File: config.mk
export PLATFORM = sky130hd
export DESIGN_NAME = column_move_collector
export DESIGN_NICKNAME = d
export VERILOG_FILES = /design/src/rtl/column_move_collector.sv
export SDC_FILE = /design/constraint.sdc
export NUM_CORES = 1
export LEC_CHECK = 0
export ABC_AREA = 1
export BUFFER_PORTS_ARGS = -buffer_cell sky130_fd_sc_hd__buf_2
export CAP_MARGIN = 20
export CORE_MARGIN = 2
export CORE_UTILIZATION = 55
export CTS_CLUSTER_DIAMETER = 50
export DETAILED_ROUTE_END_ITERATION = 7
export PLACE_DENSITY = 0.75
export SLEW_MARGIN = 20
export SYNTH_ARGS = -nofsm -noshare
export SYNTH_HDL_FRONTEND = slang
export SYNTH_SLANG_ARGS = --single-unit
File: constraint.sdc
create_clock -name clk -period 28.4 [get_ports clk]
set_clock_uncertainty 0.05 [all_clocks]
set_input_delay 5.68 -clock clk [delete_from_list [all_inputs] [get_ports clk]]
set_output_delay 5.68 -clock clk [all_outputs]
set_load 0.005 [all_outputs]
File: src/rtl/column_move_collector.sv
// Per-column move collector: picks the best MVV-LVA request from the column's rows
// each cycle and queues the winners in a show-ahead FIFO toward the control unit.
module column_move_collector #(
    parameter  int ROWS  = 8,
    parameter  int SQW   = 6,
    parameter  int PCW   = 3,
    parameter  int DEPTH = 16,
    localparam int MW    = 2*SQW + 2*PCW
) (
    input  logic                 clk,
    input  logic                 reset,
    input  logic                 newboard,
    input  logic [ROWS-1:0]      row_req,
    input  logic [ROWS*MW-1:0]   row_move,
    input  logic [ROWS-1:0]      row_done,
    output logic [ROWS-1:0]      row_gnt,
    output logic                 m_valid,
    output logic [MW-1:0]        m_data,
    output logic [2*PCW-1:0]     m_score,
    input  logic                 m_ready,
    output logic [7:0]           move_cnt,
    output logic                 busy,
    output logic                 done
);

    localparam int AW = $clog2(DEPTH);
    localparam int CW = AW + 1;
    localparam int IW = $clog2(ROWS);
    localparam int SW = 2*PCW;

    typedef enum logic [1:0] {IDLE, COLLECT, DRAIN, DONE} state_t;

    state_t          r_state;
    logic [AW-1:0]   r_wr_ptr;
    logic [AW-1:0]   r_rd_ptr;
    logic [CW-1:0]   r_count;
    logic [7:0]      r_move_cnt;
    logic            r_busy;
    logic            r_done;
    logic [MW-1:0]   r_mem [DEPTH];

    logic [SW-1:0]   w_best_score;
    logic [IW-1:0]   w_best_idx;
    logic            w_any_req;
    logic [MW-1:0]   w_sel_move;
    logic            w_full;
    logic            w_pop;
    logic            w_push;
    state_t          w_state_nxt;

    // Captures of richer victims rank higher; cheaper attackers break ties via ~attacker.
    function automatic logic [SW-1:0] score_of(input logic [MW-1:0] mv);
        return {mv[PCW-1:0], ~mv[2*PCW-1:PCW]};
    endfunction

    // Strict '>' keeps the lowest-index row on equal scores.
    always_comb begin
        w_best_score = '0;
        w_best_idx   = '0;
        w_any_req    = 1'b0;
        for (int r = 0; r < ROWS; r++) begin
            if (row_req[r] && (!w_any_req || score_of(row_move[r*MW +: MW]) > w_best_score)) begin
                w_best_score = score_of(row_move[r*MW +: MW]);
                w_best_idx   = IW'(r);
                w_any_req    = 1'b1;
            end
        end
    end

    assign w_sel_move = row_move[w_best_idx*MW +: MW];
    assign w_full     = (r_count == CW'(DEPTH));
    assign m_valid    = (r_count != '0);
    assign w_pop      = m_valid && m_ready && !newboard;
    assign w_push     = !reset && !newboard && (r_state == COLLECT) && w_any_req
                        && (!w_full || w_pop);
    assign row_gnt    = w_push ? (ROWS'(1) << w_best_idx) : '0;

    assign m_data     = m_valid ? r_mem[r_rd_ptr] : '0;
    assign m_score    = m_valid ? score_of(r_mem[r_rd_ptr]) : '0;
    assign move_cnt   = r_move_cnt;
    assign busy       = r_busy;
    assign done       = r_done;

    always_comb begin
        w_state_nxt = r_state;
        case (r_state)
            IDLE:    w_state_nxt = IDLE;
            COLLECT: if (&row_done && !(|row_req)) w_state_nxt = DRAIN;
            DRAIN:   if (r_count == '0 || (r_count == CW'(1) && w_pop)) w_state_nxt = DONE;
            DONE:    w_state_nxt = DONE;
            default: w_state_nxt = IDLE;
        endcase
        if (newboard) w_state_nxt = COLLECT;
    end

    // Storage carries no reset; validity comes from r_count alone.
    always_ff @(posedge clk) begin
        if (w_push) r_mem[r_wr_ptr] <= w_sel_move;
    end

    always_ff @(posedge clk) begin
        if (reset) begin
            r_state    <= IDLE;
            r_wr_ptr   <= '0;
            r_rd_ptr   <= '0;
            r_count    <= '0;
            r_move_cnt <= '0;
            r_busy     <= 1'b0;
            r_done     <= 1'b0;
        end else begin
            r_state <= w_state_nxt;
            r_busy  <= (w_state_nxt == COLLECT) || (w_state_nxt == DRAIN);
            r_done  <= (w_state_nxt == DONE);
            if (newboard) begin
                r_wr_ptr   <= '0;
                r_rd_ptr   <= '0;
                r_count    <= '0;
                r_move_cnt <= '0;
            end else begin
                if (w_push) r_wr_ptr <= r_wr_ptr + AW'(1);
                if (w_pop)  r_rd_ptr <= r_rd_ptr + AW'(1);
                if (w_push && !w_pop)      r_count <= r_count + CW'(1);
                else if (!w_push && w_pop) r_count <= r_count - CW'(1);
                if (w_push && r_move_cnt != 8'hFF) r_move_cnt <= r_move_cnt + 8'd1;
            end
        end
    end

endmodule

Yosys cells after proc, flatten, opt, wreduce, memory -nomap -nowiden
Memory sizes are Yosys's and may differ from the RTL's. A register that Yosys moved wholly into a read port is not among the register bits.
Index checks and enable logic that the tools add are counted.
- output and inout port bits: 43
- word-level logic and storage cells: 124
- memories: 1
- bits in registers: 25
- memory bits (writable): 288
- muxes and demuxes: 35
- shifts and indexed selects: 2
- multiply operators: 1
- equality and inequality tests: 9
- reduce and logical (&&, ||, !) cells: 48
- add/sub/neg operators: 5
- bitwise gates (word level): 9
- order comparisons: 7
- memories (memory ; depth ; width ; read ports ; clocked after memory_dff ; write ports ; line ; source):
    r_mem ; 16 ; 18 ; 1 ; 1 ; 1 ; 40 ; logic [MW-1:0] r_mem [DEPTH];
- operators with widths (kind ; count):
    $shiftx A144 B9 Y18 ; 1
    $mux W6 ; 8
    $gt A6 B6 Y1 ; 7
    $not A3 Y3 ; 9
    $logic_and A1 B1 Y1 ; 18
    $mux W18 ; 1
    $mux W3 ; 6
    $logic_not A1 Y1 ; 13
    $mux W1 ; 11
    $logic_or A1 B1 Y1 ; 10
    $mux W5 ; 2
    $add A4 B1 Y4 const B ; 2
    $add A8 B1 Y8 const B ; 1
    $eq A2 B2 Y1 const B ; 4
    $mux W4 ; 2
    $mux W8 ; 1
    $ne A8 B8 Y1 const B ; 1
    $pmux W2 S4 ; 1
    $reduce_and A8 Y1 ; 1
    $reduce_or A8 Y1 ; 1
    $shl A1 B3 Y8 const A ; 1
    $mul A3 B4 Y7 const B ; 1
    $mux W2 ; 3
    $add A5 B1 Y5 const B ; 1
    other kinds (9) ; 10

Depth between registers and ports, before layout
- depth after elaboration: 36
- depth in mapped cells: 90
- mapped depth without buffers: 84

Least setup slack after synthesis
No wires, ideal clock.
- path type: input to output
- start: input row_req[0]
- end: output row_gnt[2]
- slack: 8.555 ns
- arrival time: 14.115 ns
- cell stages on the path: 80
- path buffers: 6
- cell sequence: inv_1 or2_2 ha_1 nand2_1 nor2_1 nand2_1 nand3_1 nand2_1 nand2_1 nand2_1 buf_2 nand2_1 o21ai_1 ha_1 nand2_1 nor2_1 nand2_1 nand3_1 [44 not listed] o211ai_1 nand2_1 nand2_1 nand2_2 clkbuf_1 o21ai_0 ha_1 inv_1 nor2_1 o21ai_0 o211ai_1 nand2_1 nand2_2 nand2_4 buf_2 buf_1 nand3_1 nor2_1
- longest elaborated chain between the ends: 32
- ends and longest elaborated chain (what ; line ; source):
    from (decl) ; 13 ; input logic [ROWS-1:0] row_req,
    $mux W6 or $mux W1 (tied branches) ; 62 ; if (row_req[r] && (!w_any_req || score_of(row_move[r*MW +: MW]) > w_best_score)) begin
    $gt A6 B6 Y1 or $logic_not A1 Y1 (tied branches) ; 62 ;
    $logic_or A1 B1 Y1 ; 62 ;
    $logic_and A1 B1 Y1 ; 62 ;
    $mux W6 or $mux W1 (tied branches) ; 62 ;
    $gt A6 B6 Y1 or $logic_not A1 Y1 (tied branches) ; 62 ;
    $logic_or A1 B1 Y1 ; 62 ;
    $logic_and A1 B1 Y1 ; 62 ;
    [16 not listed] ; n/a ;
    $mux W6 or $mux W1 (tied branches) ; 62 ;
    $gt A6 B6 Y1 or $logic_not A1 Y1 (tied branches) ; 62 ;
    $logic_or A1 B1 Y1 ; 62 ;
    $logic_and A1 B1 Y1 ; 62 ;
    $mux W1 ; 62 ;
    $logic_and A1 B1 Y1 ; 74 ; assign w_push = !reset && !newboard && (r_state == COLLECT) && w_any_req
    $logic_and A1 B1 Y1 ; 75 ; && (!w_full || w_pop);
    $mux W8 * ; 76 ; assign row_gnt = w_push ? (ROWS'(1) << w_best_idx) : '0;
    to (decl) ; 16 ; output logic [ROWS-1:0] row_gnt,
Every way passes the cells marked *; elsewhere a longest branch is shown, timed or not.

Worst setup path in the final report
- start: input row_req[0]
- end: output row_gnt[1]
Same word-level chain as after synthesis.

==> summary.md <==
| Metric | Value |
|---|---|
| Outcome | finished clean |
| Core Area | 29500 sq um |
| Die Y | 176 um |
| CTS root buffer | clkbuf_16 |
| Vias/cell | 6.03 |
| Io pins | 207 |
| Final nets | 2030 |
| Aggregate global-route resource usage | 28.3% |
| Wire length per cell | 20.0 um |
| HP Class | flip-flop to flip-flop |
| Mapped Avg Cell Area | 9.90 sq um |
| FF+latch count, synth | 317 |
| Vias | 13400 |
| Startpoint type of the worst setup path | input pin |
| Cells after DPL | 2167 |
| Final ANT Viol Nets | 0 |
| Required @ worst endpoint | 22.67 ns |
| Non-Filler Instances | 2226 |
| Clock transition at path regs | 0.06 ns |
| Slew @ Worst Pin | 1.18 ns |
| Final-report setup violation count | 0 |
| Global-route wire length before repair | 68.0 mm |
| Placement Rows | 63 |
| R2R Setup Slk | 24.93 ns |
| PortBufs | 206 |
| Post-Synthesis Cell Area | 16300 sq um |
| Initial Utilization | 55.4% |
| CP dominant cell by count | nand2_1 |
| Max VDD drop | 0.0000744 V |
| Later-pin clock latency in the skew report | 0.52 ns |
| Post-CTS sizing | 0 |
| Setup TNS | 0 ns |
| Hold_buf cts | 0 |
| Share of layout cells above drive strength 1 | 20.5% |
| Hold Path Sink | r_count[3] |
| DP HPWL | 27.6 mm |
| Compound-Gate Fraction of Synth Area | 11.5% |
| CTS Buf Count | 34 |
| F_max | 0.0454 GHz |
| CP bufs+invs | 7 |
| CP Capture Type | output pin |
| Die ar. | 31100 sq um |
| Worst-path maximum fanout | 74 |
| Ys flop type | edfxtp_1 |
| Unrepaired setup endpoints after global routing | false |
| Register area share after synthesis | 56.5% |
| Pwr per Cell Area | 85.1 nW/um^2 |
| Initial antenna violation count | 0 |
| Fin crit period | 22.05 ns |
| Worst EP arrival | 16.32 ns |
| Cell variety after synth | 45 |
| Worst hold start | r_count[3] |
| DRC violations left | 0 |
| Number of flops mapped to enable cells by yosys | 288 |
| Largest net degree at the start of global routing | 109 |
| Slew Viols, Final | 0 |
| WHS | 0.442 ns |
| Final hold violation count | 0 |
| CP max stage cell | buf_4 |
| Max transition margin | 21.3% |
| Initial drt markers | 1534 |
| Clk sink count | 317 |
| Die Wd | 176 um |
| Worst Reg2Reg Path Length in Cells | 13 |
| Area Growth Syn to Fin | 13.3% |
| Post-synthesis mux area share | 0% |
| Final period util | 77.6% |
| FILL cells | 2430 |
| Commonest non-fill, non-tap cell in the layout | edfxtp_1 |
| Max Root-Sink Buffers | 3 |
| Routed wire length | 44.5 mm |
| Routability cong. | 0.920 |
| GRT overflow | 0 |
| Family with the most delay on the worst path | simple AND/OR/NAND/NOR gates |
| Xor/xnor cell area share of the yosys netlist | 0.161% |
| CP peak stage delay | 0.70 ns |
| Setup CP Type | input pin to output pin |
| Vias in the first global route | 12700 |
| CTS tree | yes |
| Most frequent cells in the layout | edfxtp_1 (288), nand2_1 (217), buf_2 (206) |
| Simple-Gate Fraction of Synth Area | 21.2% |
| Worst flop-to-flop path endpoint | r_mem[11][17] |
| First-pass detailed-route iteration total | 8 |
| Synthesis Warnings | 0 |
| Leak Pwr | 7.32 nW |
| Max-Cap Viols | 0 |
| # Post-CTS Setup Buffers | 0 |
| Ant diodes | 0 |
| Synth Area in Adders | 4.06% |
| H-tree Lvls | 2 |
| Worst r2r src | r_count[0] |
| Main combinational cell family by area after synthesis | simple AND/OR/NAND/NOR gates |
| Mapped Cells | 1650 |
| Synth Net Count | 1867 |
| Hold Crit Depth | 2 |
| Async SR Flop Fraction | 0% |
==> worst max-delay path by stage <==
stage	startpoint	end	slack (ns)	depth (start not counted)
floorplan	row_req[0]	row_gnt[2]	8.56	80
finish	row_req[0]	row_gnt[1]	6.35	78
global route	row_req[0]	row_gnt[1]	5.24	78
global placement	row_req[0]	row_gnt[0]	7.01	79
CTS	row_req[0]	row_gnt[1]	6.47	78
detailed placement	row_req[0]	row_gnt[1]	6.53	78
==> stage by stage <==
stage / power (mW) / area, sq um / setup WS [ns] / util (%)
2_1_floorplan: 1.05 / 16300 / 8.56 / -
3_3_place_gp: 1.15 / 17500 / 7.01 / 59.3
3_5_place_dp: 1.16 / 17500 / 6.53 / 59.3
4_1_cts: 1.57 / 18500 / 6.47 / 62.8
5_1_grt: 1.65 / 18500 / 5.24 / 62.8
6_report: 1.57 / 18500 / 6.35 / 62.8
==> cell usage after synthesis (all sizes together) (11+ instances only) <==
cell / instances / share of area (%)
clkbuf: 61 / 1.4
nand3: 216 / 7.7
buf: 43 / 2.4
ha: 53 / 4.1
nand2: 233 / 5.8
nand4: 38 / 1.5
or2: 12 / 0.46
nor2: 216 / 5.0
nor3: 11 / 0.40
a21oi: 47 / 1.5
inv: 118 / 2.7
dfxtp: 29 / 3.6
o22ai: 17 / 0.65
edfxtp: 288 / 53
o21ai: 182 / 5.6
o221ai: 56 / 3.0
==> flip-flops by register name, indices dropped and copies added (netlist names), named ones only <==
name,flops
r_mem,288
move_cnt,8
busy,1
r_count,5
r_wr_ptr,4
done,1
r_rd_ptr,4
r_state,2
==> routing by layer <==
| metal | part of all wire [%] | vias to the layer above | track usage, % |
|---|---|---|---|
| met5 | 0 | - | 0 |
| met4 | 3.3 | 0 | 10.1 |
| met3 | 8.5 | 106 | 3.83 |
| met2 | 47 | 696 | 46.6 |
| met1 | 41 | 6421 | 38.8 |
| li1 | - | 6200 | - |
==> power by group <==
part	total (mW)	internal (mW)	leakage, nW	switching (mW)
Clock	0.414	0.238	0.499	0.176
Sequential	0.661	0.659	2.85	0.00188
Combinational	0.500	0.116	3.97	0.384
Total	1.57	1.01	7.32	0.562
==> worst reg2reg max path, cell delays in order, from the launching register on <==
cell and delay [ns]:
dfxtp_1 0.40, inv_1 0.08, ha_1 0.21, nand2_1 0.13, nor2_2 0.04, buf_4 0.24
inv_2 0.15, nand2_2 0.08, nand3_1 0.10, nand3_2 0.16, inv_2 0.27, nand2_1 0.27
nor2_2 0.65, buf_4 0.34
==> kinds of logic (layout without fill, tap and decap cells) <==
logic type | after synthesis | in the layout
compound gates | 318 | 318
xor+xnor | 3 | 3
fa+ha+maj | 53 | 53
buf+inv | 225 | 411
flops | 317 | 317
simple gates | 734 | 734
==> area by class of cell <==
| cell class | count | area (sq um) | area share, % |
|---|---|---|---|
| flip-flops and latches | 317 | 9230 | 49.9 |
| multi-input cells | 1108 | 6080 | 32.8 |
| repair buffers | 231 | 1220 | 6.58 |
| clock buffers | 46 | 917 | 4.95 |
| well taps | 390 | 488 | 2.64 |
| inverters | 121 | 458 | 2.47 |
| clock inverters | 13 | 116 | 0.629 |
Power figures use the tool's default switching activity.
